<file path="src/rtl/serial_adder_256.sv">
// serial_adder_256
//   Bit-serial ripple adder. A single full-adder cell and a carry flop add
//   two WIDTH-bit operands plus a carry-in, one bit per clock, LSB first.
//   The final value is {cout, sum} == a + b + cin, computed in WIDTH+1 bits.
//
// Ports
//   clk   : rising-edge clock
//   rst   : asynchronous active-low reset (low clears all state)
//   a, b  : operands, held stable from reset release until done
//   cin   : carry into bit 0, used only on the first edge after release
//   sum   : registered sum, filled LSB first; bits >= idx read 0
//   cout  : registered carry out of bit WIDTH-1, valid when done=1
//   done  : high once all WIDTH bits are processed, held until reset
//
// Handshake: there is no valid/ready pair. Each reset release starts one
// addition, and done is a sticky level. Once it is high, the outputs are
// final and every register is frozen until the next reset.

module serial_adder_256 #(
  parameter  int WIDTH = 256,
  localparam int CNT_W = $clog2(WIDTH + 1),
  localparam int IDX_W = $clog2(WIDTH)
) (
  input  logic             clk,
  input  logic             rst,
  input  logic [WIDTH-1:0] a,
  input  logic [WIDTH-1:0] b,
  input  logic             cin,
  output logic [WIDTH-1:0] sum,
  output logic             cout,
  output logic             done
);

  logic [CNT_W-1:0] idx;
  logic [IDX_W-1:0] bit_idx;
  logic             carry;
  logic             c_in_bit;
  logic             s_bit;
  logic             co_bit;
  logic             last_bit;

  // idx never exceeds WIDTH-1 while work remains, so its low bits are a
  // valid bit position in the operands.
  assign bit_idx  = idx[IDX_W-1:0];
  assign last_bit = (idx == CNT_W'(WIDTH - 1));

  // Full-adder cell. Bit 0 takes its carry from cin; later bits use the
  // carry flop.
  always_comb begin
    c_in_bit = carry;
    s_bit    = 1'b0;
    co_bit   = 1'b0;
    if (idx == '0) begin
      c_in_bit = cin;
    end
    s_bit  = a[bit_idx] ^ b[bit_idx] ^ c_in_bit;
    co_bit = (a[bit_idx] & b[bit_idx]) |
             (a[bit_idx] & c_in_bit)   |
             (b[bit_idx] & c_in_bit);
  end

  always_ff @(posedge clk or negedge rst) begin
    if (!rst) begin
      sum   <= '0;
      cout  <= 1'b0;
      done  <= 1'b0;
      idx   <= '0;
      carry <= 1'b0;
    end else if (!done) begin
      sum[bit_idx] <= s_bit;
      carry        <= co_bit;
      idx          <= idx + CNT_W'(1);
      if (last_bit) begin
        cout <= co_bit;
        done <= 1'b1;
      end
    end
  end

endmodule

</file>
<file path="config.mk">
export PLATFORM = sky130hd
export DESIGN_NAME = serial_adder_256
export DESIGN_NICKNAME = d
export VERILOG_FILES = /design/src/rtl/serial_adder_256.sv
export SDC_FILE = /design/constraint.sdc
export NUM_CORES = 1
export LEC_CHECK = 0
export ABC_CLOCK_PERIOD_IN_PS = 5300
export CORE_AREA = 2 2 298 300
export DETAILED_ROUTE_END_ITERATION = 16
export DIE_AREA = 0 0 300 302
export GPL_TIMING_DRIVEN = 0
export PLACE_DENSITY = 0.47
export SYNTH_ARGS = -nofsm -noshare
export SYNTH_HDL_FRONTEND = slang
export SYNTH_SLANG_ARGS = --single-unit
</file>
<file path="constraint.sdc">
create_clock -name clk -period 5.3 [get_ports clk]
set_clock_uncertainty 0.2 [all_clocks]
set_input_delay 0.53 -clock clk [delete_from_list [all_inputs] [get_ports clk]]
set_output_delay 0.53 -clock clk [all_outputs]
set_load 0.01 [all_outputs]
</file>
==> summary.md <==
| Metric | Value |
|---|---|
| Outcome | finished clean |
| WP data required | about 5.6 ns |
| Fraction of layout cells with a size suffix above 1 | 0.1053 |
| Post-synth top flop | dfrtp_1 |
| Total Wirelength | 102200 um |
| GRT Total Usage | 0.2158 |
| CP Launch Type | register |
| VDD IR-drop max | 0.0002007 V |
| Crit end category | register |
| Clock latency on the worst-skew pair | 0.57 ns |
| Clock sink count | 268 |
| Initial antenna violation count | 14 |
| GR peak layer | met2 |
| HPWL after detailed placement | just over 80000 um |
| Critical Path End | sum[181]$_DFFE_PN0P_ |
| Worst Hold Class | reg -> reg |
| Post-synth EDFFs | 0 |
| Min-delay src | carry$_DFFE_PN0N_ |
| Met1 usage | 0.2439 |
| Fill cells | roughly 9000 |
| Layout Cells excl Fill | 3291 |
| Setup WS post-layout | between 0.2 and 0.25 ns |
| DRT Pass-1 Iters | 5 |
| Core Area | 87560 um^2 |
| Die X | 300 um |
| Register bit total from synthesis | 268 |
| Post-CTS setup buffers | 0 |
| Iter 0 DRT Violations | 1081 |
| Max frequency | ~200 MHz |
| Initial Util | 0.1689 |
| Worst-path clk slew | 0.07 ns |
| Area grow syn2layout | 70.07% |
| Pleak | between 8 and 9 nW |
| PwrDens | approximately 210 nW/um^2 |
| Die Ht | just over 300 um |
| Async S/R FF share, synth | 1.000 |
| Area of the multi-input gates | 7366 um^2 |
| Warnings, synthesis | 0 |
| Arrival @ worst endpoint | about 5.3 ns |
| First-pass GRT wire length | 136600 um |
| Rel. slew slack | 0.07612 |
| Sequential element share of the synthesized area | 0.4536 |
| Post-route ant nets | 0 |
| Top fanout value on the critical path | 10 |
| Worst Setup SP | idx[1]$_DFFE_PN0N_ |
| Final worst path period share | 0.9595 |
| Reg2Reg Capture Point | sum[181]$_DFFE_PN0P_ |
| Worst Tran Pin Value | 1.386 ns |
| Crit Path Category | reg -> reg |
| Wire length per cell | 31.04 um |
| Total number of vias | 16048 |
| Met3 Track Usage GR | 0.03261 |
| Reg2reg path depth | 12 |
| Vias in the first global route | 17029 |
| Met2 Usage GRT | 0.4036 |
| FF/Latch Area | 6706 um^2 |
| R2r setup slk | roughly 0.21 ns |
| Synth Instances | 1290 |
| Max Cap Viol | 0 |
| Row cnt | 109 |
| Final net count | 2617 |
| FF-to-FF Start | idx[1]$_DFFE_PN0N_ |
| RePlAce Congestion | 0.8848 |
| Fin. max-slew vios | 0 |
| Via density | 4.876 |
| CTS Buf Count | 28 |
| CTS tree | done |
| H-tree level count | 1 |
| Placed instance count | 3230 |
| Synth Cell Area | approximately 15000 um^2 |
| IO buf count | around 770 |
| Hold Fails Final Rpt | 0 |
| Yosys cell types | 29 |
| Net Count, Synth | 1811 |
| Final setup fails | 0 |
| Mean area per synthesized cell | 11.46 um^2 |
| GRT overflow | 0 |
| Die Area | between 90000 and 100000 um^2 |
| Final Critical Period | 5.085 ns |
| Largest net degree at the start of global routing | 123 |
| DRC Markers | 0 |
| CTS root buffer | clkbuf_16 |
| Ports | about 770 |
| Place WS | -0.8301 ns |
| RSZ-0062 raised after global routing | no |
| Longest Clk Path Bufs | 3 |
==> logic make-up after synthesis <==
group,share of synthesized area
AO/OA/AOI/OAI,0.2628
XOR/XNOR,0.004147
adder cells (fa/ha/maj),0.005585
buffers and inverters,0.04993
flip-flops,0.4536
multiplexers,0.1971
AND/OR/NAND/NOR,0.02683
==> metrics by stage <==
stage / total power, W / instance area (um^2) / hold WS [ns] / TNS [ns] / utilization
after detailed placement: 0.003251 / 24050 / 0.2840 / -174.23 / 0.2746
after global routing: 0.005537 / 25140 / 0.3170 / 0 / 0.2872
after floorplan: 0.002499 / 14790 / 0.03441 / 0 / -
after global placement: 0.003232 / 23970 / 0.2844 / -2300.40 / 0.2738
final: 0.005349 / 25150 / 0.2929 / 0 / 0.2872
after CTS: 0.005392 / 25110 / 0.2997 / 0 / 0.2868
==> layer usage <==
metal	vias up	wire length, um
li1	6761	-
met1	8225	37290
met2	887	53960
met3	175	6496
met4	0	4418
met5	-	0
==> layout make-up <==
cell class	count	area share
inverter	4	0.0005971
buffer	175	0.03125
antenna	9	0.0008957
timing repair buffer	776	0.3107
multi-input combinational	843	0.2929
sequential	268	0.2667
tap	1165	0.05797
clock buffer	37	0.03165
clock inverter	14	0.007314
==> synthesized netlist by cell type (3+ instances only) <==
| cell type | n | share of area |
|---|---|---|
| nor2b_1 | 10 | 0.0042 |
| a22oi_1 | 72 | 0.037 |
| buf_2 | 5 | 0.0017 |
| nand3_1 | 6 | 0.0020 |
| nor2_1 | 6 | 0.0015 |
| nand2_1 | 57 | 0.014 |
| a21oi_1 | 22 | 0.0074 |
| inv_1 | 4 | 0.0010 |
| o21ai_0 | 258 | 0.087 |
| buf_6 | 7 | 0.0053 |
| o31ai_1 | 257 | 0.13 |
| dfrtp_1 | 268 | 0.45 |
| ha_1 | 5 | 0.0042 |
| mux4_2 | 128 | 0.19 |
| xnor2_1 | 4 | 0.0024 |
| buf_1 | 9 | 0.0023 |
| xor2_1 | 3 | 0.0018 |
| clkbuf_1 | 152 | 0.039 |
==> how the worst min path moves through the flow <==
stage                         to  cells past startpoint
6_report       carry$_DFFE_PN0N_                      2
5_1_grt        carry$_DFFE_PN0N_                      2
4_1_cts        carry$_DFFE_PN0N_                      2
3_5_place_dp   carry$_DFFE_PN0N_                      2
3_3_place_gp   carry$_DFFE_PN0N_                      2
2_1_floorplan  carry$_DFFE_PN0N_                      0
==> report_power, final <==
| part | internal, W | switching [W] |
|---|---|---|
| Combinational | 0.000603 | 0.000423 |
| Clock | 0.00125 | 0.000885 |
| Sequential | 0.00212 | 0.0000652 |
==> sequential cells by signal, indices dropped and copies added (netlist names) <==
signal  count
sum       256
idx         9
carry       1
cout        1
done        1
==> placed cells by master (no fill, tap or decap), drive strengths merged, types with 2 or more instances in the layout <==
cell type,netlist,routed
and2,2,2
xor2,3,3
bufinv,0,4
a22oi,72,72
xnor2,4,4
buf,23,22
nor4,2,2
nand2b,2,2
clkdlybuf4s15,0,2
mux4,128,128
clkdlybuf4s50,0,771
nand3,6,6
nor2,6,6
o21ai,258,258
mux2i,2,2
nand2,57,57
ha,5,5
o31ai,257,257
a21boi,2,2
clkinv,0,8
clkbuf,152,191
dfrtp,268,268
diode,0,9
a21oi,22,22
inv,4,5
nor2b,10,10
==> worst max-delay path, cell delays in order, from the launching register on <==
cell             delay [ns]
dfrtp_1                0.63
clkbuf_2               0.30
clkdlybuf4s18_2        0.50
mux4_2                 0.39
a22oi_1                0.45
nand2_1                0.14
a22oi_1                0.20
a21oi_1                0.15
nor4_4                 0.40
fa_1                   0.58
clkbuf_2               0.34
clkbuf_1               0.35
o31ai_1                0.31
==> repair_timing <==
item	CTS	global route
endpoints found under the hold margin	69	0
gates resized for setup	37	22
endpoints found under the setup margin	256	240
hold buffers	1	0
pin swaps	0	0
(Power assumes the default switching activity.)
